### src/rtl/apb_pkg.sv
// Shared APB definitions: bridge state encoding and default bus widths.
package apb_pkg;

    localparam int APB_ADDR_W = 8;
    localparam int APB_DATA_W = 32;

    typedef enum logic [1:0] {
        IDLE   = 2'd0,
        SETUP  = 2'd1,
        ACCESS = 2'd2,
        RESP   = 2'd3
    } apb_state_e;

endpackage

### src/rtl/apb_master_bridge.sv
// Single-outstanding APB3 requester: a valid/ready command becomes one SETUP/ACCESS
// transfer, and the result is returned on a valid/ready response port.
module apb_master_bridge
    import apb_pkg::*;
#(
    parameter int ADDR_W  = APB_ADDR_W,
    parameter int DATA_W  = APB_DATA_W,
    parameter int TIMEOUT = 16
) (
    input  logic              pclk_i,
    input  logic              preset_i,
    input  logic              cmd_valid_i,
    output logic              cmd_ready_o,
    input  logic              cmd_write_i,
    input  logic [ADDR_W-1:0] cmd_addr_i,
    input  logic [DATA_W-1:0] cmd_wdata_i,
    output logic              rsp_valid_o,
    input  logic              rsp_ready_i,
    output logic [DATA_W-1:0] rsp_rdata_o,
    output logic              rsp_slverr_o,
    output logic              rsp_timeout_o,
    output logic              psel_o,
    output logic              penable_o,
    output logic              pwrite_o,
    output logic [ADDR_W-1:0] paddr_o,
    output logic [DATA_W-1:0] pwdata_o,
    input  logic [DATA_W-1:0] prdata_i,
    input  logic              pready_i,
    input  logic              pslverr_i
);

    localparam int CNT_W = (TIMEOUT > 1) ? $clog2(TIMEOUT) : 1;
    localparam logic [CNT_W-1:0] CNT_LAST = (TIMEOUT == 0) ? '0 : CNT_W'(TIMEOUT - 1);

    apb_state_e        state_q;
    logic [CNT_W-1:0]  tmo_cnt_q;
    logic              psel_q;
    logic              penable_q;
    logic              pwrite_q;
    logic [ADDR_W-1:0] paddr_q;
    logic [DATA_W-1:0] pwdata_q;
    logic              rsp_valid_q;
    logic [DATA_W-1:0] rsp_rdata_q;
    logic              rsp_slverr_q;
    logic              rsp_timeout_q;
    logic              tmo_expire;

    assign tmo_expire = (TIMEOUT != 0) && (tmo_cnt_q == CNT_LAST);

    always_ff @(posedge pclk_i) begin
        if (preset_i) begin
            state_q       <= IDLE;
            tmo_cnt_q     <= '0;
            psel_q        <= 1'b0;
            penable_q     <= 1'b0;
            pwrite_q      <= 1'b0;
            paddr_q       <= '0;
            pwdata_q      <= '0;
            rsp_valid_q   <= 1'b0;
            rsp_rdata_q   <= '0;
            rsp_slverr_q  <= 1'b0;
            rsp_timeout_q <= 1'b0;
        end else begin
            unique case (state_q)
                IDLE: begin
                    if (cmd_valid_i) begin
                        pwrite_q <= cmd_write_i;
                        paddr_q  <= cmd_addr_i;
                        pwdata_q <= cmd_wdata_i;
                        psel_q   <= 1'b1;
                        state_q  <= SETUP;
                    end
                end
                SETUP: begin
                    penable_q <= 1'b1;
                    tmo_cnt_q <= '0;
                    state_q   <= ACCESS;
                end
                ACCESS: begin
                    // A ready slave takes priority over a timeout expiring on the same edge.
                    if (pready_i) begin
                        psel_q        <= 1'b0;
                        penable_q     <= 1'b0;
                        rsp_valid_q   <= 1'b1;
                        rsp_rdata_q   <= pwrite_q ? '0 : prdata_i;
                        rsp_slverr_q  <= pslverr_i;
                        rsp_timeout_q <= 1'b0;
                        state_q       <= RESP;
                    end else if (tmo_expire) begin
                        psel_q        <= 1'b0;
                        penable_q     <= 1'b0;
                        rsp_valid_q   <= 1'b1;
                        rsp_rdata_q   <= '0;
                        rsp_slverr_q  <= 1'b1;
                        rsp_timeout_q <= 1'b1;
                        state_q       <= RESP;
                    end else begin
                        tmo_cnt_q <= tmo_cnt_q + 1'b1;
                    end
                end
                RESP: begin
                    if (rsp_ready_i) begin
                        rsp_valid_q <= 1'b0;
                        state_q     <= IDLE;
                    end
                end
            endcase
        end
    end

    assign cmd_ready_o   = (state_q == IDLE) && !preset_i;
    assign rsp_valid_o   = rsp_valid_q;
    assign rsp_rdata_o   = rsp_rdata_q;
    assign rsp_slverr_o  = rsp_slverr_q;
    assign rsp_timeout_o = rsp_timeout_q;
    assign psel_o        = psel_q;
    assign penable_o     = penable_q;
    assign pwrite_o      = pwrite_q;
    assign paddr_o       = paddr_q;
    assign pwdata_o      = pwdata_q;

endmodule

### config.mk
export PLATFORM = sky130hd
export DESIGN_NAME = apb_master_bridge
export DESIGN_NICKNAME = d
export VERILOG_FILES = /design/src/rtl/apb_pkg.sv /design/src/rtl/apb_master_bridge.sv
export SDC_FILE = /design/constraint.sdc
export NUM_CORES = 1
export LEC_CHECK = 0
export BUFFER_PORTS_ARGS = -buffer_cell sky130_fd_sc_hd__buf_2
export CORE_MARGIN = 2
export CORE_UTILIZATION = 42
export CTS_CLUSTER_DIAMETER = 200
export DETAILED_ROUTE_END_ITERATION = 6
export HOLD_SLACK_MARGIN = 0.12
export PLACE_DENSITY = 0.76
export SLEW_MARGIN = 40
export SYNTH_ARGS = -nofsm -noshare
export SYNTH_HDL_FRONTEND = slang
export SYNTH_SLANG_ARGS = --single-unit
### constraint.sdc
create_clock -name pclk_i -period 1.61 [get_ports pclk_i]
set_clock_uncertainty 0.1 [all_clocks]
set_input_delay 0.322 -clock pclk_i [delete_from_list [all_inputs] [get_ports pclk_i]]
set_output_delay 0.322 -clock pclk_i [all_outputs]
set_load 0.05 [all_outputs]
After elaboration in Yosys (flattened, before gate mapping)
Cells that the tools add are included.

cells by class
  add/subtract/negate cells = 1
  reduce and logical (&&, ||, !) cells = 14
  mux-type cells = 22
  eq/ne operators = 9

operator list
  operator             number
  $mux 32              3
  $reduce_and 3->1     4
  $mux 1               8
  $mux 2               4
  $mux 4               2
  $ne 2x2->1 const B   4
  $pmux 2 s4           1
  $pmux 4 s2           1
  $reduce_bool 2->1    4
  $pmux 1 s2           3
  $reduce_and 2->1     3
  $add 4x1->4 const B  1
  $eq 2x2->1 const B   2
  $eq 4x4->1 const B   1
  $ne 3x3->1 const B   1
  $eq 2x1->1 const B   1
  $logic_not 2->1      1
  $logic_and 1x1->1    1
  $logic_not 1->1      1

word-level totals
  word-level logic and storage cells = 57
  bits of input ports = 79
  output and inout port bits = 79
  flip-flop bits (word level) = 84

Logic depth before layout (Yosys ltp)
Gate-level depths: netlist of run 1.

  word-level depth = 4
  depth in mapped cells = 7
  gate-level depth less buffers = 5

Worst setup path after synthesis of run 1
No wires, ideal clock.

  kind = input to output
  from = input preset_i
  to = output cmd_ready_o
  data arrival time = 1.373 ns
  cell stages on the path = 3
  required time = 1.188 ns
  path slack = -0.185 ns
  buffers on the path = 2
  path through = buf_2 -> buf_1 -> nor2b_1

on the way
  word-level cells in the longest chain between the ends = 2

RTL lines
  what                RTL line                  RTL
  start: declaration  apb_master_bridge.sv:11   input logic preset_i,
  $logic_not 1->1     apb_master_bridge.sv:111  assign cmd_ready_o = (state_q == IDLE) && !preset_i;
  $logic_and 1x1->1   apb_master_bridge.sv:111
  end: declaration    apb_master_bridge.sv:13   output logic cmd_ready_o,

Every way passes these cells.

Worst setup path in the final report of run 1
  from = register state_q[0]
  to = output cmd_ready_o

on the way
  word-level cells in the longest chain between the ends = 2

RTL lines
  what                      RTL line                  RTL
  start: declaration        apb_master_bridge.sv:35   apb_state_e state_q;
  start signal: assignment  apb_master_bridge.sv:52   state_q <= IDLE;
  start signal: assignment  apb_master_bridge.sv:71   state_q <= SETUP;
  start signal: assignment  apb_master_bridge.sv:77   state_q <= ACCESS;
  $logic_not 2->1           apb_master_bridge.sv:111
  $logic_and 1x1->1         apb_master_bridge.sv:111

Every way passes these cells.

==> results of run 1 <==
## metal layers
layer,wire (um),up-vias
li1,-,1765
met1,4080,1619
met2,4880,140
met3,695,10
met4,103,0
met5,0,-
## through the flow
step	setup TNS [ns]	worst slack (ns)	cells
2_1_floorplan	0	0.0659	394
3_3_place_gp	0	0.0193	635
3_5_place_dp	-1.61	-0.0893	635
4_1_cts	-0.0712	-0.0712	706
5_1_grt	-0.320	-0.0913	713
6_report	-0.0510	-0.0337	713
## sequential cells by signal (all words and copies together), names as in the netlist
register	cells
state_q	2
penable_o	1
pwrite_o	1
rsp_valid_o	1
rsp_rdata_o	32
pwdata_o	32
paddr_o	8
rsp_timeout_o	1
psel_o	1
rsp_slverr_o	1
tmo_cnt_q	4
## power groups by stage
stage               clock network, mW  registers [mW]  logic (mW)
floorplan                           0            3.51        1.07
global placement                    0            2.57        2.77
detailed placement                  0            2.59        2.82
CTS                              1.65            2.55        3.02
global route                     1.72            2.60        3.38
finish                           1.60            2.57        3.15
## repair_timing
item                                    in CTS  in global routing
buffers inserted                             0                  7
gates resized for setup                     11                  8
endpoints found under the hold margin       55                  0
hold buffers                                55                  0
pin swaps                                    0                  4
endpoints found under the setup margin      31                 27
## layout by cell type (no fill, tap or decap), types with 4 or more instances in the layout
| cell | synthesis | layout |
|---|---|---|
| nand2b_1 | 36 | 36 |
| buf_4 | 1 | 15 |
| o21ai_1 | 6 | 7 |
| o21ai_0 | 26 | 25 |
| a21oi_1 | 46 | 46 |
| dlygate4sd3_1 | 0 | 55 |
| ha_1 | 6 | 4 |
| nand4_1 | 33 | 33 |
| clkbuf_8 | 0 | 9 |
| dfxtp_1 | 84 | 82 |
| buf_12 | 0 | 7 |
| buf_2 | 12 | 156 |
| nand2_1 | 86 | 86 |
## final cells by class
cell class              instances  area share [%]
well taps                     102            2.47
flip-flops and latches         84            32.6
clock buffers                  10            2.47
repair buffers                235            31.1
inverters                       5           0.459
multi-input cells             271            29.2
clock inverters                 6            1.72
## kinds of logic (layout without fill, tap and decap cells)
family	count (synthesis)	in the layout	synth area share, %
simple gates	170	170	25.6
buf+inv	39	256	5.25
mux	3	3	0.900
fa+ha+maj	6	6	2.25
compound gates	92	92	15.6
flops	84	84	50.4
## path summary, 6_finish.rpt
kind | slack, ns | endpoint | from
setup / recovery | -0.03 | cmd_ready_o | state_q[0]
hold / removal | 0.14 | rsp_rdata_o[10] | prdata_i[10]
setup reg to reg | -0.02 | state_q[0] | state_q[1]
hold reg to reg | 0.35 | paddr_o[4] | paddr_o[4]
## worst register-to-register path, cell delays in order, from the launching register on
cell,delay [ns]
dfxtp_4,0.36
buf_4,0.14
ha_1,0.21
buf_6,0.14
a221oi_2,0.34
mux2i_1,0.26
==> metrics.md, run 1 <==
| Metric | Value |
|---|---|
| Status | finished with violations |
| Failing checks | negative setup slack |
| Crit-path max FO | 4 |
| Post-synth top flop | dfxtp_1 |
| Latest clock arrival within the worst-skew pair | 0.33 ns |
| Top cells by area, synth | dfxtp_1, nand2_1, a21oi_1 |
| Reg2reg path depth | 5 |
| RSZ-0062 raised after global routing | true |
| Fin area | slightly above 5000 um2 |
| H-tree level count | 3 |
| Iteration-0 DRC count of the detailed router | 80 |
| Vias per std cell | between 4 and 5 |
| First-pass GRT wire length | about 16000 um |
| Net Sw Frac | 40.8% |
| Crit-path cells | inv_4, ha_4, nor2b_4, buf_8 |
| Hold path depth | 3 |
| F_max | 608 MHz |
| Type of origin of the critical path | register |
| Syn Area/Cell | 8.47 um2 |
| Syn Inst Count | 394 |
| Seq/Total Area, Yosys | 50.4% |
| CP peak stage delay | around 0.37 ns |
| Data required, critical path | 1.19 ns |
| Worst-case clock buffer depth | 2 |
| Slowest-stage cell, CP | dfxtp_4 |
| Detailed Routing Iterations Pass 1 | 4 |
| CTS tree | built |
| Layout cells sized above 1 | roughly a third |
| Final worst setup slack | -0.0337 ns |
| Die Ht | 93.2 um |
| Yosys top cell by area | dfxtp_1 |
| Core ar. | 7730 um2 |
| Minimum clock period | about 1.6 ns |
| Fin. Hold Viols | 0 |
| Post-synthesis net count | 479 |
| GR Overflow Total | 0 |
| GRT met3 Usage | 5.64% |
| DP Area | around 4300 um2 |
| Chip width | 93.2 um |
| Switching Power | 2.99 mW |
| Max cap viols | 0 |
| Via count | between 3000 and 4000 |
| IO Count | 158 |
| Pint | between 4 and 5 mW |
| #FFs+latches synth | 84 |
| Hold WC Path Type | input pin to register |
| Synth cell types | 38 |
| Antenna violations before repair | 0 |
| Initial core utilization | 43.2% |
| DIE AREA | 8680 um2 |
| Register area | 1690 um2 |
| Asr flop ratio synth | 0% |
| CP Capture Type | output port |
| # diodes | 0 |
| Most common cell in the synthesized netlist | nand2_1 |
| Crit-path leading delay family | flip-flops |
| Largest net degree at the start of global routing | 50 |
| Leak | approximately 2.3 nW |
| Final Net Count | between 600 and 700 |
| Max rail drop VDD | between 0.0009 and 0.001 V |
| Synth top cells by count | nand2_1, dfxtp_1, a21oi_1 |
| Tcrit/Tclk final | 102% |
| Vias in the first global route | 3403 |
| Gr usage total | 22.3% |
| Met2 Resource Use GR | 39.2% |
| Drt wl/cell | 13.7 um |
| DRC Markers | 0 |
| EDFF count, synth | 0 |
| Total power | 7.32 mW |
| Routed WL | 9770 um |
| Multi-input gate area | 1510 um2 |
| Final Core Density | 67.0% |
| Area delta synth->final | 55.1% |
| CTS clk-pin slew, worst paths | 0.08 ns |
| Levels on crit path | 4 |
| # setup viols final | 2 |
| Cell area power density | 1410 nW/um2 |
| CTS Root Cell | clkbuf_8 |
| Routed Antenna Nets | 0 |
| Cts bufs inserted | 9 |
| Cell Area, Synth | 3340 um2 |
| Synth top area share | about half |
| Crit path buf inv count | 2 |
| Hold_ws | roughly 0.14 ns |
| Site Rows | 32 |
| Relative slew slack | 78.4% |
| Yosys synthesis warning count | 0 |
| HPWL Detailed | approximately 6000 um |
| Crit Path Class | register to output port |
| Combinational fraction of design power | 43.0% |
| Clk pwr share | 21.9% |
| M1 GR Usage | 26.7% |
| # fillers | ~640 |
| Busiest grt layer | met2 |
| Slew Limit Fails | 0 |
| Worst slew pin tran | about 0.32 ns |
| CP Data Arrival Time | 1.22 ns |
| Flop pwr share | 35.1% |
| PortBufs | 157 |
| RD Place Congestion | 0.795 |
| Clock sinks | 84 |
Power figures use the tool's default switching activity.
==> inputs of run 2 (changes only) <==
--- a/config.mk
+++ b/config.mk
@@ -5,7 +5,7 @@
 export SDC_FILE = /design/constraint.sdc
 export NUM_CORES = 1
 export LEC_CHECK = 0
-export BUFFER_PORTS_ARGS = -buffer_cell sky130_fd_sc_hd__buf_2
+export BUFFER_PORTS_ARGS = -buffer_cell sky130_fd_sc_hd__buf_4
 export CORE_MARGIN = 2
 export CORE_UTILIZATION = 42
 export CTS_CLUSTER_DIAMETER = 200
==> metrics.md, run 2 (synthesis gave the netlist of run 1 again) <==
| Metric | Value |
|---|---|
| H-tree level count | 3 (unchanged) |
| Hold_ws | 0.128 ns (-0.00885 ns) |
| Crit Path Class | register to output port |
| Slowest-stage cell, CP | dfxtp_4 |
| Combinational fraction of design power | 45.2% (+2.2 points) |
| RD Place Congestion | 0.770 (-3.2%) |
| CTS Root Cell | clkbuf_8 |
| GR Overflow Total | 0 (unchanged) |
| Core ar. | 7730 um2 (unchanged) |
| Hold path depth | 3 (unchanged) |
| First-pass GRT wire length | 15900 um (+1.9%) |
| CP startpoint | state_q[0] |
| Worst-case clock buffer depth | 2 (unchanged) |
| CTS tree | built |
| Minimum clock period | 1.64 ns (-0.000760 ns) |
| Crit-path leading delay family | flip-flops |
| R2R Setup Slk | 0.03 ns (+0.05 ns) |
| # fillers | 548 (-14%) |
| Area delta synth->final | 69.8% |
| # diodes | 0 (unchanged) |
| Most common cell after layout, fill and taps aside | buf_4 |
| Routed Antenna Nets | 0 (unchanged) |
| Data required, critical path | 1.19 ns (about the same) |
| Hold WC Path Type | input pin to register |
| CP peak stage delay | 0.36 ns (about the same) |
| Clock sinks | 84 (unchanged) |
| Vias per std cell | 4.98 (+0.43%) |
| Cts bufs inserted | 9 (unchanged) |
| Status | finished with violations |
| Place WS | -0.00461 ns (+0.0847 ns) |
| Final Core Density | 73.3% (+6.4 points) |
| Failing checks | negative setup slack |
| Leak | 2.42 nW (+4.6%) |
| HPWL Detailed | 6090 um (-0.79%) |
| Worst slew pin tran | 0.328 ns (+0.00358 ns) |
| Via count | 3574 (+1.1%) |
| Tcrit/Tclk final | 102% (about the same) |
| Crit-path max FO | 3 (-1) |
| Hold path endpoint | pwdata_o[3] |
| Max cap viols | 0 (unchanged) |
| Commonest non-fill, non-tap cells in the layout | buf_4, nand2_1, dfxtp_1 |
| Worst R2R Start | state_q[0] |
| DP Area | 4660 um2 (+8.3%) |
| Clk pwr share | 21.5% (-0.4 points) |
| DRC Markers | 0 (unchanged) |
| WL met2 | 4980 um (+1.9%) |
| Site Rows | 32 (unchanged) |
| Worst min-delay path startpoint | cmd_wdata_i[3] |
| Initial core utilization | 43.2% (unchanged) |
| RSZ-0062 raised after global routing | true |
| # setup viols final | 1 (-1) |
| Gr usage total | 22.5% (+0.19 points) |
| Latest clock arrival within the worst-skew pair | 0.34 ns (about the same) |
| Top sig layer | met4 |
| DIE AREA | 8680 um2 (unchanged) |
| Final Net Count | 696 (+0.72%) |
| CP Capture Type | output port |
| Iteration-0 DRC count of the detailed router | 115 (+44%) |
| CTS clk-pin slew, worst paths | 0.08 ns (about the same) |
| Wire length on met3 | 827 um (+19%) |
| CP Data Arrival Time | 1.22 ns (about the same) |
| Met1 Routed Length | 4210 um (+3.1%) |
| Vias in the first global route | 3465 (+1.8%) |
| Fin. Hold Viols | 0 (unchanged) |
| Register area | 1690 um2 (unchanged) |
| Chip width | 93.2 um (unchanged) |
| Cell area power density | 1370 nW/um2 (-3.4%) |
| Largest net degree at the start of global routing | 50 (unchanged) |
| Fin area | 5670 um2 (+9.5%) |
| Relative slew slack | 78.2% (-0.24 points) |
| Final worst setup slack | -0.0329 ns (+0.000760 ns) |
| Detailed Routing Iterations Pass 1 | 5 (+1) |
| IO Count | 158 (unchanged) |
| Reg2Reg Capture Point | tmo_cnt_q[2] |
| Crit-path cells | inv_4, ha_4, nor2b_4, buf_8 |
| Multi-input gate area | 1550 um2 (+2.7%) |
| Reg2reg path depth | 7 (+2) |
| Switching Power | 3.08 mW (+3.0%) |
| Pint | 4.67 mW (+7.7%) |
| Flop pwr share | 33.3% (-1.8 points) |
| Crit path buf inv count | 2 (unchanged) |
| Antenna violations before repair | 0 (unchanged) |
| Slew Limit Fails | 0 (unchanged) |
| Drt wl/cell | 14.0 um (+2.3%) |
| Max rail drop VDD | 0.00106 V (+7.8%) |
| Routed WL | 10100 um (+3.0%) |
| Layout cells sized above 1 | 33.9% (-0.11 points) |
| Type of origin of the critical path | register |
| Net Sw Frac | 39.7% (-1.1 points) |
| Die Ht | 93.2 um (unchanged) |
| PortBufs | 157 (unchanged) |
| F_max | 609 MHz (about the same) |
## run 2: changes by cell type in the layout (fill, tap and decap cells not counted), moves of 2 or more
cell	change
buf_2	-156
buf_4	+153
clkinvlp_4	-2
dlygate4sd3_1	+8
inv_6	+2
o21ai_0	-4
o21ai_1	+4
## run 2: worst min-delay path: cells and delay by family
family	cells	cell delay, ns
buf+inv	1	0.11
compound gates	1	0.05
simple gates	1	0.05
## run 2: worst max path at each step
stage	endpoint	slack, ns	cells past startpoint
final	cmd_ready_o	-0.03	4
after global routing	cmd_ready_o	-0.09	4
after CTS	cmd_ready_o	-0.04	4
after detailed placement	state_q[1]	-0.005	5
after global placement	pwdata_o[23]	0.08	6
after floorplan	cmd_ready_o	0.07	3
## run 2: power by group through the flow
| stage | Sequential (mW) | Clock [mW] | Combinational (mW) |
|---|---|---|---|
| floorplan | 3.51 | 0 | 1.07 |
| global placement | 2.59 | 0 | 2.97 |
| detailed placement | 2.61 | 0 | 3.00 |
| CTS | 2.57 | 1.71 | 3.32 |
| global route | 2.61 | 1.79 | 3.73 |
| finish | 2.58 | 1.66 | 3.50 |
## run 2: layout make-up
class                           count  share of cell area [%]
Clock buffer                       11                    2.49
Clock inverter                      5                    1.46
Inverter                            5                   0.508
Multi-Input combinational cell    271                    27.3
Sequential cell                    84                    29.8
Tap cell                          102                    2.25
Timing Repair Buffer              240                    36.2
## run 2: timing repair
| action | 4_1_cts | 5_1_grt |
|---|---|---|
| resized for setup | 15 | 16 |
| pin swaps | 2 | 4 |
| endpoints found under the setup margin | 5 | 39 |
| setup buffers | 5 | 2 |
| hold endpoints to repair | 62 | 1 |
| gates cloned | 0 | 0 |
| hold buffers | 62 | 1 |
## run 2: routing by layer
metal / vias to the layer above / track usage (%)
li1: 1779 / -
met1: 1643 / 27.0
met2: 145 / 39.4
met3: 7 / 7.49
met4: 0 / 4.29
met5: - / 0
## run 2: through the flow
step                      TNS [ns]  cells  total power [mW]
after floorplan                  0    394              4.58
after global placement           0    632              5.56
after detailed placement  -0.00461    632              5.61
after CTS                  -0.0422    715              7.60
after global routing        -0.160    718              8.13
final                      -0.0329    718              7.74
